[src/rtl/alu_arbiter.sv]
// alu_arbiter: two-requester front end for one shared combinational ALU.
// One transaction is in flight at a time, moving through IDLE -> EXEC -> RESP.
// The operands and code are registered at acceptance and held as the ALU
// drive. The ALU result is captured at the end of EXEC and held until the
// consumer takes it.
// Build option: define ALU_ARB_FIXED_PRIO_EN to make requester 0 win every
// tie. This removes the round-robin pointer. By default, ties alternate.
module alu_arbiter #(
    parameter int DATA_WIDTH = 32
) (
    input  logic                  CLK,
    input  logic                  RST,
    input  logic                  Req0Valid,
    input  logic [DATA_WIDTH-1:0] Req0SrcA,
    input  logic [DATA_WIDTH-1:0] Req0SrcB,
    input  logic [2:0]            Req0Ctrl,
    output logic                  Req0Ready,
    input  logic                  Req1Valid,
    input  logic [DATA_WIDTH-1:0] Req1SrcA,
    input  logic [DATA_WIDTH-1:0] Req1SrcB,
    input  logic [2:0]            Req1Ctrl,
    output logic                  Req1Ready,
    output logic [DATA_WIDTH-1:0] SrcA,
    output logic [DATA_WIDTH-1:0] SrcB,
    output logic [2:0]            ALUControl,
    input  logic [DATA_WIDTH-1:0] ALUResult,
    input  logic                  ZeroFlag,
    output logic                  RespValid,
    output logic                  RespId,
    output logic [DATA_WIDTH-1:0] RespResult,
    output logic                  RespZero,
    input  logic                  RespReady,
    output logic                  Busy
);

    localparam logic [1:0] IDLE = 2'b00;
    localparam logic [1:0] EXEC = 2'b01;
    localparam logic [1:0] RESP = 2'b10;

    logic [1:0]            state_q, state_d;
    logic [DATA_WIDTH-1:0] src_a_q, src_a_d;
    logic [DATA_WIDTH-1:0] src_b_q, src_b_d;
    logic [2:0]            alu_ctrl_q, alu_ctrl_d;
    logic                  lat_id_q, lat_id_d;
    logic                  resp_id_q, resp_id_d;
    logic [DATA_WIDTH-1:0] resp_result_q, resp_result_d;
    logic                  resp_zero_q, resp_zero_d;
    logic                  grant0, grant1;

`ifndef ALU_ARB_FIXED_PRIO_EN
    // ptr_q set means requester 1 wins the next tie
    logic                  ptr_q, ptr_d;
`endif

    // Grant decode: only in IDLE, at most one requester, ties broken by priority
    always_comb begin
        grant0 = 1'b0;
        grant1 = 1'b0;
        if (state_q == IDLE) begin
`ifdef ALU_ARB_FIXED_PRIO_EN
            grant0 = Req0Valid;
            grant1 = Req1Valid & ~Req0Valid;
`else
            if (Req0Valid && Req1Valid) begin
                grant0 = ~ptr_q;
                grant1 = ptr_q;
            end else begin
                grant0 = Req0Valid;
                grant1 = Req1Valid;
            end
`endif
        end
    end

    // Next-state and datapath register updates for the three-phase transaction
    always_comb begin
        state_d       = state_q;
        src_a_d       = src_a_q;
        src_b_d       = src_b_q;
        alu_ctrl_d    = alu_ctrl_q;
        lat_id_d      = lat_id_q;
        resp_id_d     = resp_id_q;
        resp_result_d = resp_result_q;
        resp_zero_d   = resp_zero_q;
`ifndef ALU_ARB_FIXED_PRIO_EN
        ptr_d         = ptr_q;
`endif
        case (state_q)
            IDLE: begin
                if (grant0) begin
                    src_a_d    = Req0SrcA;
                    src_b_d    = Req0SrcB;
                    alu_ctrl_d = Req0Ctrl;
                    lat_id_d   = 1'b0;
                    state_d    = EXEC;
`ifndef ALU_ARB_FIXED_PRIO_EN
                    ptr_d      = 1'b1;
`endif
                end else if (grant1) begin
                    src_a_d    = Req1SrcA;
                    src_b_d    = Req1SrcB;
                    alu_ctrl_d = Req1Ctrl;
                    lat_id_d   = 1'b1;
                    state_d    = EXEC;
`ifndef ALU_ARB_FIXED_PRIO_EN
                    ptr_d      = 1'b0;
`endif
                end
            end
            EXEC: begin
                // The ALU has seen the registered operands for this full cycle
                resp_result_d = ALUResult;
                resp_zero_d   = ZeroFlag;
                resp_id_d     = lat_id_q;
                state_d       = RESP;
            end
            RESP: begin
                if (RespReady) begin
                    state_d = IDLE;
                end
            end
            default: begin
                state_d = IDLE;
            end
        endcase
    end

    // State registers; reset drops any in-flight transaction and clears outputs
    always_ff @(posedge CLK or negedge RST) begin
        if (!RST) begin
            state_q       <= IDLE;
            src_a_q       <= '0;
            src_b_q       <= '0;
            alu_ctrl_q    <= 3'b000;
            lat_id_q      <= 1'b0;
            resp_id_q     <= 1'b0;
            resp_result_q <= '0;
            resp_zero_q   <= 1'b0;
`ifndef ALU_ARB_FIXED_PRIO_EN
            ptr_q         <= 1'b0;
`endif
        end else begin
            state_q       <= state_d;
            src_a_q       <= src_a_d;
            src_b_q       <= src_b_d;
            alu_ctrl_q    <= alu_ctrl_d;
            lat_id_q      <= lat_id_d;
            resp_id_q     <= resp_id_d;
            resp_result_q <= resp_result_d;
            resp_zero_q   <= resp_zero_d;
`ifndef ALU_ARB_FIXED_PRIO_EN
            ptr_q         <= ptr_d;
`endif
        end
    end

    assign Req0Ready  = grant0;
    assign Req1Ready  = grant1;
    assign SrcA       = src_a_q;
    assign SrcB       = src_b_q;
    assign ALUControl = alu_ctrl_q;
    assign RespValid  = (state_q == RESP);
    assign RespId     = resp_id_q;
    assign RespResult = resp_result_q;
    assign RespZero   = resp_zero_q;
    assign Busy       = (state_q != IDLE);

endmodule

[config.mk]
export PLATFORM = sky130hd
export DESIGN_NAME = alu_arbiter
export DESIGN_NICKNAME = d
export VERILOG_FILES = /design/src/rtl/alu_arbiter.sv
export SDC_FILE = /design/constraint.sdc
export NUM_CORES = 1
export LEC_CHECK = 0
export BUFFER_PORTS_ARGS = -buffer_cell sky130_fd_sc_hd__buf_2
export CAP_MARGIN = 10
export CORE_AREA = 2 2 108 110
export CTS_BUF_LIST = sky130_fd_sc_hd__clkbuf_8
export DETAILED_ROUTE_END_ITERATION = 8
export DIE_AREA = 0 0 110 112
export MAX_ROUTING_LAYER = met4
export PLACE_DENSITY_LB_ADDON = 0.12
export SLEW_MARGIN = 20
export SYNTH_ARGS = -nofsm -noshare
export SYNTH_HDL_FRONTEND = slang
export SYNTH_SLANG_ARGS = --single-unit
[constraint.sdc]
create_clock -name CLK -period 3.9 [get_ports CLK]
set_input_delay 0.39 -clock CLK [delete_from_list [all_inputs] [get_ports CLK]]
set_output_delay 0.39 -clock CLK [all_outputs]
set_load 0.02 [all_outputs]
==> results.rst, run 1 <==
.. list-table::
   :header-rows: 1

   * - Metric
     - Value
   * - Result of the run
     - completed
   * - Initial Utilization
     - 0.395
   * - Pin slew with the least headroom to its limit
     - 0.949 ns
   * - Post-synthesis cell count
     - 323
   * - Hold Worst Slack
     - around 0.057 ns
   * - Filler instances
     - 1002
   * - Final WS setup
     - between 1 and 1.5 ns
   * - Growth of design area from synthesis to finish
     - 37.0%
   * - Area enclosed by the die boundary
     - ~12000 µm²
   * - Critical Path Sink Type
     - output pin
   * - Time the worst path needs with I/O delays and setup
     - between 2 and 3 ns
   * - Worst setup skew after layout
     - between 0.01 and 0.015 ns
   * - Maximum level of the CTS H-tree
     - 3
   * - Slew Limit Fails
     - 0
   * - Final Cell Area
     - between 6000 and 7000 µm²
   * - Total standard cell area after synthesis
     - around 4400 µm²
   * - Proportion of netlist area held by the largest area contributor
     - 0.596
   * - Power Dens Cells
     - a little under 900 nW/µm²
   * - First-pass iteration count of the detailed router
     - 5
   * - Critical path required time
     - around 3.5 ns
   * - CTS hold repair buffers
     - 0
   * - Number of gates resized after cts
     - 0
   * - TritonCTS clock tree
     - built
   * - Unique masters post-synth
     - 21
   * - Post-detailed-route count of antenna-violating nets
     - 0
   * - Routed wire per std cell
     - roughly 18 µm
   * - Setup TNS
     - 0 ns
   * - Placement Rows
     - 39
   * - Estimated wirelength of the detail-placed design
     - 9.03 mm
   * - Via count of the first global-routing pass
     - 3694
   * - Setup violations, final
     - 0
   * - Fin crit share
     - 0.642
   * - Post-synthesis area per instance
     - roughly 14 µm²
   * - Number of buffers between clock root and the deepest sink
     - 2
   * - Post-CTS setup-driven buffer insertion count
     - 0
   * - Count of boundary I/O pins
     - 277
   * - Total leakage power
     - 3.34 nW
   * - Final Hold Violating Endpoints
     - 0
   * - Drt via density
     - 5.23
   * - Count of nets after finishing
     - between 700 and 800
   * - Syn_nets
     - slightly below 500
   * - Largest voltage drop on the vdd net
     - approximately 0.38 mV
   * - DR iter-0 viols
     - slightly below 300
   * - Number of synthesized register bits
     - approximately 110
   * - Wirelength, routed
     - roughly 13 mm
   * - Buffers on Ports
     - 276
   * - Maximum net fanout on the critical path
     - 70
   * - Wire length of the first global-routing pass
     - roughly 19 mm
   * - Worst Path Class, Setup
     - flip-flop to output pin
   * - Total routing usage reported by global routing
     - 0.210
   * - Kind of start point of the critical path
     - flip-flop
   * - Final global-route overflow total
     - 0
   * - Top achievable clock speed
     - about 0.4 GHz
   * - Maximum number of pins on one net before global-route repair
     - between 80 and 90
   * - Initial antenna violation count
     - 1
   * - Placeable core region
     - 11200 µm²
   * - DRC errors left
     - 0
   * - Yosys warnings
     - 0
   * - Area leader, netlist
     - sky130_fd_sc_hd__dfrtp_1
   * - Clock tree root buffer cell
     - sky130_fd_sc_hd__clkbuf_8
   * - Portion of the post-synthesis area used by sequential elements
     - 0.596
   * - Max_cap viols
     - 0
   * - Fraction of final layout cells sized beyond drive strength 1
     - 0.570
   * - Clock insertion delay at the later pin of the skew report
     - ~0.36 ns
   * - Clock slew seen by the registers of the worst setup and hold paths
     - around 0.090 ns
   * - Die Height
     - between 100 and 150 µm
   * - Arrival time worst endpoint
     - approximately 2.1 ns
   * - Total CTS buffers
     - 9
   * - Largest cells by area after synthesis
     - sky130_fd_sc_hd__dfrtp_1, sky130_fd_sc_hd__a221o_1, sky130_fd_sc_hd__and3_1
   * - Width of the chip
     - ~110 µm
   * - Unrepaired setup endpoints after global routing
     - no
   * - Number of sinks handled by clock tree synthesis
     - ~110
   * - Relative slew slack
     - 0.367
   * - Type of the worst min-delay path
     - input pin to asynchronous set/reset pin
   * - Instance area after placement
     - around 5800 µm²
   * - Worst slack after detailed placement
     - roughly 1.7 ns
   * - RD Place Congestion
     - 0.796
   * - Vias post-DR
     - around 3800
-- power by group --
| group | leakage, nW | internal [mW] | total (mW) | switching [mW] |
|---|---|---|---|---|
| Combinational | 1.96 | 1.08 | 2.60 | 1.52 |
| Sequential | 1.27 | 1.63 | 1.93 | 0.297 |
| Clock | 0.111 | 0.389 | 0.743 | 0.354 |
| Total | 3.34 | 3.11 | 5.28 | 2.17 |
-- per-layer routing --
layer  vias to the layer above  track usage  part of all wire
met5                         -            -                 0
met4                         0       0.0945             0.023
met3                        20       0.0404             0.083
met2                       188        0.331              0.49
met1                      1828        0.260              0.41
li1                       1768            -                 -
-- registers in the layout, summed over array words and instances, names as in the netlist --
| signal | cells |
|---|---|
| RespZero | 1 |
| SrcA | 32 |
| SrcB | 32 |
| lat_id_q | 1 |
| RespResult | 32 |
| ptr_q | 1 |
| state_q | 2 |
| RespId | 1 |
| ALUControl | 3 |
-- path summary, 6_finish.rpt --
kind,start,cells after the start,slack [ns],endpoint
min,RST,1,0.06,RespResult[13]
min in group CLK,RespReady,2,0.22,state_q[1]
max in group asynchronous,RST,2,3.00,state_q[1]
max reg2reg,state_q[0],4,1.78,SrcA[21]
max,state_q[0],3,1.40,Req0Ready
min reg2reg,lat_id_q,2,0.50,lat_id_q
-- critical path, cell delays in order, from the launching register on --
cell	delay (ns)
sky130_fd_sc_hd__dfrtp_1	0.44
sky130_fd_sc_hd__nor2_2	0.24
sky130_fd_sc_hd__and3_4	0.76
sky130_fd_sc_hd__buf_2	0.30
-- logic make-up (layout without fill, tap and decap cells) --
| kind of cell | count (synthesis) | in the layout | synth area share |
|---|---|---|---|
| buf+inv | 36 | 297 | 0.0494 |
| compound gates | 71 | 71 | 0.158 |
| other cells | 0 | 1 | 0 |
| flops | 105 | 105 | 0.596 |
| simple gates | 77 | 77 | 0.110 |
| mux | 34 | 34 | 0.0868 |
-- stage by stage --
stage,power (mW),utilization,cells
after global routing,5.59,0.541,728
after detailed placement,4.57,0.520,713
after CTS,5.32,0.540,727
after floorplan,3.71,-,323
final,5.28,0.541,728
after global placement,4.53,0.520,713
-- synthesized netlist by cell type (all sizes together) --
cell,number
nand2b,3
o21ai,2
and2,1
a221o,67
nand2,2
and3,68
dfrtp,105
a21o,1
inv,3
clkbuf,15
mux2,34
a21oi,1
buf,18
nor3b,1
nor2,2
-- area by class of cell --
cell class / count / area, µm² / share of cell area
sequential: 105 / 2630 / 0.435
tap: 143 / 179 / 0.0296
antenna: 1 / 2.50 / 0.000414
clock buffer: 11 / 151 / 0.0251
multi-input combinational: 182 / 1590 / 0.263
clock inverter: 3 / 65.1 / 0.0108
timing repair buffer: 280 / 1420 / 0.235
inverter: 3 / 11.3 / 0.00186
-- cell usage in the layout, fill, tap and decap left out, types with 2 or more instances in the layout --
cell type                   count
sky130_fd_sc_hd__a221o_1       67
sky130_fd_sc_hd__dfrtp_1      105
sky130_fd_sc_hd__mux2_2        34
sky130_fd_sc_hd__clkbuf_8      11
sky130_fd_sc_hd__nand2_1        2
sky130_fd_sc_hd__buf_2        275
sky130_fd_sc_hd__bufinv_16      2
sky130_fd_sc_hd__buf_4          4
sky130_fd_sc_hd__and3_1        67
sky130_fd_sc_hd__inv_1          3
sky130_fd_sc_hd__nand2b_1       2
(Power assumes the default switching activity.)
==> run 2: changes to the inputs <==
CORE_AREA = default   (was 2 2 108 110)
CORE_MARGIN = 2   (was default)
CORE_UTILIZATION = 40   (was default)
DIE_AREA = default   (was 0 0 110 112)
clock period = 2.1 ns   (was 3.9 ns; I/O delays follow)
==> run 2 against run 1 <==
Against the previous run: critical path depth is the same; first-iteration DRC count shrank 24%; hold slack lost 0.0079 ns; power grew 93%; critical path type unchanged.
==> results.rst, run 2 (synthesized netlist as in run 1, its figures left out) <==
.. list-table::
   :header-rows: 1

   * - Metric
     - Value
   * - Wirelength, routed
     - 13.0 mm
   * - Area enclosed by the die boundary
     - between 10000 and 15000 µm²
   * - Post-detailed-route count of antenna-violating nets
     - 0
   * - Wire length of the first global-routing pass
     - between 15 and 20 mm
   * - Slowest stage cell on the critical path
     - sky130_fd_sc_hd__dfrtp_1
   * - Largest voltage drop on the vdd net
     - 0.757 mV
   * - RD Place Congestion
     - a little over 0.8
   * - Slew Limit Fails
     - 0
   * - Setup TNS
     - 0 ns
   * - Routed wire per std cell
     - 17.6 µm
   * - CP Buf/Inv Count
     - 1
   * - Worst path cell trace
     - nor2_2 -> and3_4 -> buf_2
   * - Buffers on Ports
     - around 280
   * - Clock insertion delay at the later pin of the skew report
     - around 0.37 ns
   * - Initial Utilization
     - 0.409
   * - Clock tree root buffer cell
     - sky130_fd_sc_hd__clkbuf_8
   * - Fin crit share
     - 0.886
   * - Maximum number of pins on one net before global-route repair
     - between 50 and 60
   * - Net switching power
     - a little over 4 mW
   * - Number of sinks handled by clock tree synthesis
     - 105
   * - Critical path's top delay family
     - simple AND/OR/NAND/NOR gates
   * - Maximum net fanout on the critical path
     - 21
   * - Max_cap viols
     - 0
   * - Post-CTS setup-driven buffer insertion count
     - 0
   * - Result of the run
     - completed
   * - Combinational share of power
     - 0.494
   * - Relative slew slack
     - 0.645
   * - Final global-route overflow total
     - 0
   * - Die Height
     - approximately 110 µm
   * - Worst setup skew after layout
     - 0.00465 ns
   * - Total CTS buffers
     - 9
   * - Number of gates resized after cts
     - 0
   * - Share of total power in sequential cells
     - 0.352
   * - Estimated wirelength of the detail-placed design
     - 9.65 mm
   * - Fraction of final layout cells sized beyond drive strength 1
     - 0.575
   * - Final Hold Violating Endpoints
     - 0
   * - End-of-flow core utilization
     - 0.576
   * - Internal
     - between 6 and 7 mW
   * - Via count of the first global-routing pass
     - roughly 3800
   * - Clock slew seen by the registers of the worst setup and hold paths
     - roughly 0.090 ns
   * - Pin slew with the least headroom to its limit
     - approximately 0.53 ns
   * - Switching share of power
     - 0.401
   * - Time the worst path needs with I/O delays and setup
     - roughly 1.9 ns
   * - First-pass iteration count of the detailed router
     - 5
   * - Total leakage power
     - 3.43 nW
   * - Top achievable clock speed
     - between 0.5 and 0.6 GHz
   * - Power Dens Cells
     - 1640 nW/µm²
   * - Setup violations, final
     - 0
   * - Worst Path Class, Setup
     - flip-flop to output pin
   * - Clock share of power
     - 0.154
   * - Arrival time worst endpoint
     - roughly 1.7 ns
   * - Maximum level of the CTS H-tree
     - 3
   * - Count of nets after finishing
     - ~760
   * - Width of the chip
     - 109 µm
   * - Total routing usage reported by global routing
     - 0.216
   * - Most common library cell in the layout ignoring fill and taps
     - sky130_fd_sc_hd__buf_2
   * - DR iter-0 viols
     - 220
   * - Count of boundary I/O pins
     - between 200 and 300
   * - Growth of design area from synthesis to finish
     - 40.9%
   * - DRC errors left
     - 0
   * - Kind of start point of the critical path
     - flip-flop
   * - Placeable core region
     - approximately 11000 µm²
   * - Critical path required time
     - roughly 1.9 ns
   * - Initial antenna violation count
     - 1
   * - Placement Rows
     - 38
   * - Commonest non-fill, non-tap cells in the layout
     - sky130_fd_sc_hd__buf_2, sky130_fd_sc_hd__dfrtp_1, sky130_fd_sc_hd__and3_1, sky130_fd_sc_hd__a221o_1, sky130_fd_sc_hd__mux2_2
   * - Critical Path Sink Type
     - output pin
   * - TritonCTS clock tree
     - built
   * - Vias post-DR
     - between 3000 and 4000
   * - Delay of the slowest cell on the worst path
     - 0.44 ns
   * - Type of the worst min-delay path
     - input pin to flip-flop
   * - Drt via density
     - 5.25
   * - Number of buffers between clock root and the deepest sink
     - 2
   * - Unrepaired setup endpoints after global routing
     - no
run 2: changes by cell type in the layout (fill, tap and decap cells not counted), sizes merged:
cell	before	now
inv	3	4
bufinv	2	4
clkinv	1	2
clkbuf	11	9
dlygate4sd3	0	1
buf	280	288
run 2: repair_timing:
item | 4_1_cts | 5_1_grt
endpoints found under the hold margin | 36 | 0
endpoints found under the setup margin | 0 | 0
hold buffers | 1 | 0
run 2: per-layer routing:
| layer | vias up | wire length (µm) | share of wire | global-route usage |
|---|---|---|---|---|
| met2 | 203 | 6340 | 0.49 | 0.357 |
| met4 | 0 | 280 | 0.022 | 0.0714 |
| met3 | 22 | 1170 | 0.090 | 0.0514 |
| li1 | 1784 | - | - | - |
| met1 | 1857 | 5190 | 0.40 | 0.261 |
| met5 | - | 0 | 0 | - |
run 2: path summary, 6_finish.rpt:
path	startpoint	end	slack (ns)	depth (start not counted)
setup / recovery	state_q[0]	Req0Ready	0.24	3
hold / removal	RespReady	state_q[1]	0.05	2
setup reg to reg	state_q[0]	SrcB[10]	0.49	4
hold reg to reg	lat_id_q	lat_id_q	0.50	2
max in group asynchronous	RST	SrcA[26]	1.11	3
min in group asynchronous	RST	ALUControl[0]	0.35	2
run 2: worst register-to-register path, stage by stage (launching register included):
cell and delay, ns:
sky130_fd_sc_hd__dfrtp_1 0.44, sky130_fd_sc_hd__nor2_2 0.25, sky130_fd_sc_hd__and3_4 0.38, sky130_fd_sc_hd__buf_4 0.28
sky130_fd_sc_hd__a221o_1 0.20
run 2: area by class of cell:
cell class,count,area (µm²)
Antenna cell,1,2.50
Clock buffer,9,124
Clock inverter,7,134
Fill cell,944,4580
Inverter,3,11.3
Multi-Input combinational cell,182,1580
Sequential cell,105,2630
Tap cell,140,175
Timing Repair Buffer,289,1560
run 2: power groups by stage:
stage          clock network, mW  logic (mW)  registers (mW)
3_3_place_gp                   0        4.98            3.58
2_1_floorplan                  0        2.13            4.76
6_report                    1.57        5.03            3.58
3_5_place_dp                   0        5.09            3.59
5_1_grt                     1.70        5.39            3.69
4_1_cts                     1.61        5.09            3.58
run 2: metrics by stage:
stage | power, mW | instance area [µm²] | hold WS [ns] | instances | worst slack (ns)
global placement | 8.56 | 5940 | 0.210 | 718 | 0.537
global route | 10.8 | 6210 | 0.0357 | 736 | 0.126
CTS | 10.3 | 6210 | 0.0293 | 735 | 0.204
finish | 10.2 | 6210 | 0.0490 | 736 | 0.239
floorplan | 6.89 | 4410 | -0.0856 | 323 | 0.696
detailed placement | 8.68 | 5940 | 0.218 | 718 | 0.496
==> run 3: changes to the inputs <==
ABC_AREA = 1   (was default)
CORE_UTILIZATION = 41   (was 40)
==> run 3 against run 2 <==
Against the previous run: critical path depth rose by 3; global-route usage rose by 3.7 points; first-iteration DRC count rose by 61%; clock power fell by 18%; sequential power barely moved; clock skew rose by 0.0026 ns; hold slack improved by 0.027 ns.
==> results.rst, run 3 <==
.. list-table::
   :header-rows: 1

   * - Metric
     - Value
   * - Growth of design area from synthesis to finish
     - 32.8%
   * - Filler instances
     - 1138
   * - Yosys warnings
     - 0
   * - Result of the run
     - completed
   * - Post-detailed-route count of antenna-violating nets
     - 0
   * - Proportion of netlist area held by the largest area contributor
     - 0.533
   * - Predominant post-synthesis flop cell
     - sky130_fd_sc_hd__dfrtp_1
   * - Wire length of the first global-routing pass
     - about 25 mm
   * - Buffers on Ports
     - approximately 280
   * - Number of gates resized after cts
     - 0
   * - Final Hold Violating Endpoints
     - 0
   * - Initial antenna violation count
     - 1
   * - Area leader, netlist
     - sky130_fd_sc_hd__dfrtp_1
   * - Commonest non-fill, non-tap cells in the layout
     - sky130_fd_sc_hd__buf_2, sky130_fd_sc_hd__nand2_1, sky130_fd_sc_hd__nand4_1, sky130_fd_sc_hd__dfrtp_1, sky130_fd_sc_hd__nand3_1
   * - Arrival time worst endpoint
     - 1.67 ns
   * - Largest voltage drop on the vdd net
     - around 0.68 mV
   * - Clock tree root buffer cell
     - sky130_fd_sc_hd__clkbuf_8
   * - Unrepaired setup endpoints after global routing
     - no
   * - RD Place Congestion
     - ~0.83
   * - Final WS setup
     - around 0.22 ns
   * - TritonCTS clock tree
     - built
   * - Met2 Usage GRT
     - 0.394
   * - DR iter-0 viols
     - 354
   * - Number of synthesized flops with an enable pin
     - 0
   * - Largest cells by area after synthesis
     - sky130_fd_sc_hd__dfrtp_1, sky130_fd_sc_hd__nand4_1, sky130_fd_sc_hd__nand2_1
   * - Portion of the post-synthesis area used by sequential elements
     - 0.533
   * - Worst Path Class, Setup
     - flip-flop to output pin
   * - Critical path required time
     - 1.89 ns
   * - Width of the chip
     - ~110 µm
   * - Count of nets after finishing
     - around 970
   * - Most common library cell in the layout ignoring fill and taps
     - sky130_fd_sc_hd__buf_2
   * - Maximum net fanout on the critical path
     - 23
   * - Unique masters post-synth
     - 17
   * - Slew Limit Fails
     - 0
   * - Number of synthesized register bits
     - 105
   * - Power Dens Cells
     - between 1500 and 2000 nW/µm²
   * - Vias post-DR
     - 5284
   * - Time the worst path needs with I/O delays and setup
     - about 1.9 ns
   * - Setup violations, final
     - 0
   * - Estimated wirelength of the detail-placed design
     - 11.1 mm
   * - First-pass iteration count of the detailed router
     - 5
   * - Drt via density
     - 5.54
   * - Fin crit share
     - 0.895
   * - Maximum number of pins on one net before global-route repair
     - 69
   * - Relative slew slack
     - 0.556
   * - Die Height
     - 114 µm
   * - Dominant cell by count in the synthesized netlist
     - sky130_fd_sc_hd__nand2_1
   * - Post-synthesis area per instance
     - slightly below 9 µm²
   * - Type of the worst min-delay path
     - input pin to flip-flop
   * - Wirelength, routed
     - 15.9 mm
   * - Layer carrying the most global-route usage
     - met2
   * - Critical Path Sink Type
     - output pin
   * - Total leakage power
     - approximately 3.5 nW
   * - Post-synthesis cell count
     - around 560
   * - Worst setup skew after layout
     - roughly 0.0073 ns
   * - Share of synthesized flip-flops with an asynchronous set or reset
     - 1.00
   * - Total CTS buffers
     - 9
   * - Count of boundary I/O pins
     - 277
   * - Total standard cell area after synthesis
     - slightly below 5000 µm²
   * - Final global-route overflow total
     - 0
   * - Clock insertion delay at the later pin of the skew report
     - 0.35 ns
   * - Number of buffers between clock root and the deepest sink
     - 2
   * - Clock slew seen by the registers of the worst setup and hold paths
     - roughly 0.1 ns
   * - Total routing usage reported by global routing
     - 0.253
   * - Pin slew with the least headroom to its limit
     - 0.663 ns
   * - Syn_nets
     - 730
   * - Top achievable clock speed
     - about 0.53 GHz
   * - Maximum level of the CTS H-tree
     - 3
   * - DRC errors left
     - 0
   * - M3 GR Usage
     - 0.0553
   * - Routed wire per std cell
     - between 15 and 20 µm
   * - Top cell types by occurrence after synthesis
     - sky130_fd_sc_hd__nand2_1, sky130_fd_sc_hd__nand4_1, sky130_fd_sc_hd__dfrtp_1
   * - Worst slack after detailed placement
     - ~0.56 ns
   * - Initial Utilization
     - 0.416
   * - Met1 usage
     - 0.332
   * - Fraction of final layout cells sized beyond drive strength 1
     - 0.391
   * - Via count of the first global-routing pass
     - ~5000
   * - Placeable core region
     - approximately 12000 µm²
   * - Placement Rows
     - 40
   * - Area enclosed by the die boundary
     - approximately 13000 µm²
   * - Number of sinks handled by clock tree synthesis
     - 105
   * - Setup TNS
     - 0 ns
   * - Kind of start point of the critical path
     - flip-flop
   * - Max_cap viols
     - 0
run 3: power by group:
part           internal [mW]  switching [mW]
logic                   1.72            3.72
clock network          0.586           0.700
registers               3.01           0.563
run 3: cells by family after synthesis:
kind of cell	share of synthesized area
simple gates	0.388
flops	0.533
buf+inv	0.0741
compound gates	0.00533
run 3: routing by layer:
| metal | wire length [µm] | vias to the layer above |
|---|---|---|
| li1 | - | 2483 |
| met1 | 6610 | 2523 |
| met2 | 7720 | 252 |
| met4 | 296 | 0 |
| met5 | 0 | - |
| met3 | 1280 | 26 |
run 3: final cells by class:
| class | instances | area (µm²) | share of cell area |
|---|---|---|---|
| Antenna cell | 2 | 5.00 | 0.000765 |
| Clock buffer | 10 | 138 | 0.0210 |
| Clock inverter | 6 | 66.3 | 0.0101 |
| Inverter | 8 | 30.0 | 0.00459 |
| Multi-Input combinational cell | 383 | 1940 | 0.296 |
| Sequential cell | 105 | 2630 | 0.401 |
| Tap cell | 147 | 184 | 0.0281 |
| Timing Repair Buffer | 292 | 1560 | 0.238 |
run 3: path summary, 6_finish.rpt:
kind | cells after the start | slack (ns) | startpoint | endpoint
max | 6 | 0.22 | state_q[0] | Req1Ready
min | 3 | 0.08 | ALUResult[26] | RespResult[26]
max reg2reg | 5 | 0.57 | state_q[0] | SrcA[3]
min reg2reg | 2 | 0.47 | RespResult[5] | RespResult[5]
max in group asynchronous | 3 | 1.00 | RST | RespResult[2]
min in group asynchronous | 2 | 0.36 | RST | RespResult[13]
run 3: per-stage QoR:
| stage | utilization | instance area, µm² | cells | hold slack, ns | total power [mW] |
|---|---|---|---|---|---|
| 6_report | 0.552 | 6550 | 953 | 0.0764 | 10.3 |
| 3_5_place_dp | 0.533 | 6330 | 934 | 0.233 | 9.08 |
| 3_3_place_gp | 0.533 | 6330 | 934 | 0.229 | 8.94 |
| 5_1_grt | 0.552 | 6540 | 952 | 0.0573 | 11.1 |
| 2_1_floorplan | - | 4930 | 558 | -0.0856 | 7.32 |
| 4_1_cts | 0.551 | 6540 | 951 | 0.0493 | 10.4 |
run 3: critical path: stages (launching register included):
cell	delay, ns
sky130_fd_sc_hd__dfrtp_1	0.47
sky130_fd_sc_hd__nor2_8	0.36
sky130_fd_sc_hd__inv_2	0.06
sky130_fd_sc_hd__nor2_1	0.12
sky130_fd_sc_hd__nand2_1	0.08
sky130_fd_sc_hd__inv_1	0.05
sky130_fd_sc_hd__buf_2	0.17
run 3: repair_timing:
item | 4_1_cts | 5_1_grt
buffers inserted | 0 | 0
hold endpoints to repair | 38 | 0
hold buffers | 1 | 0
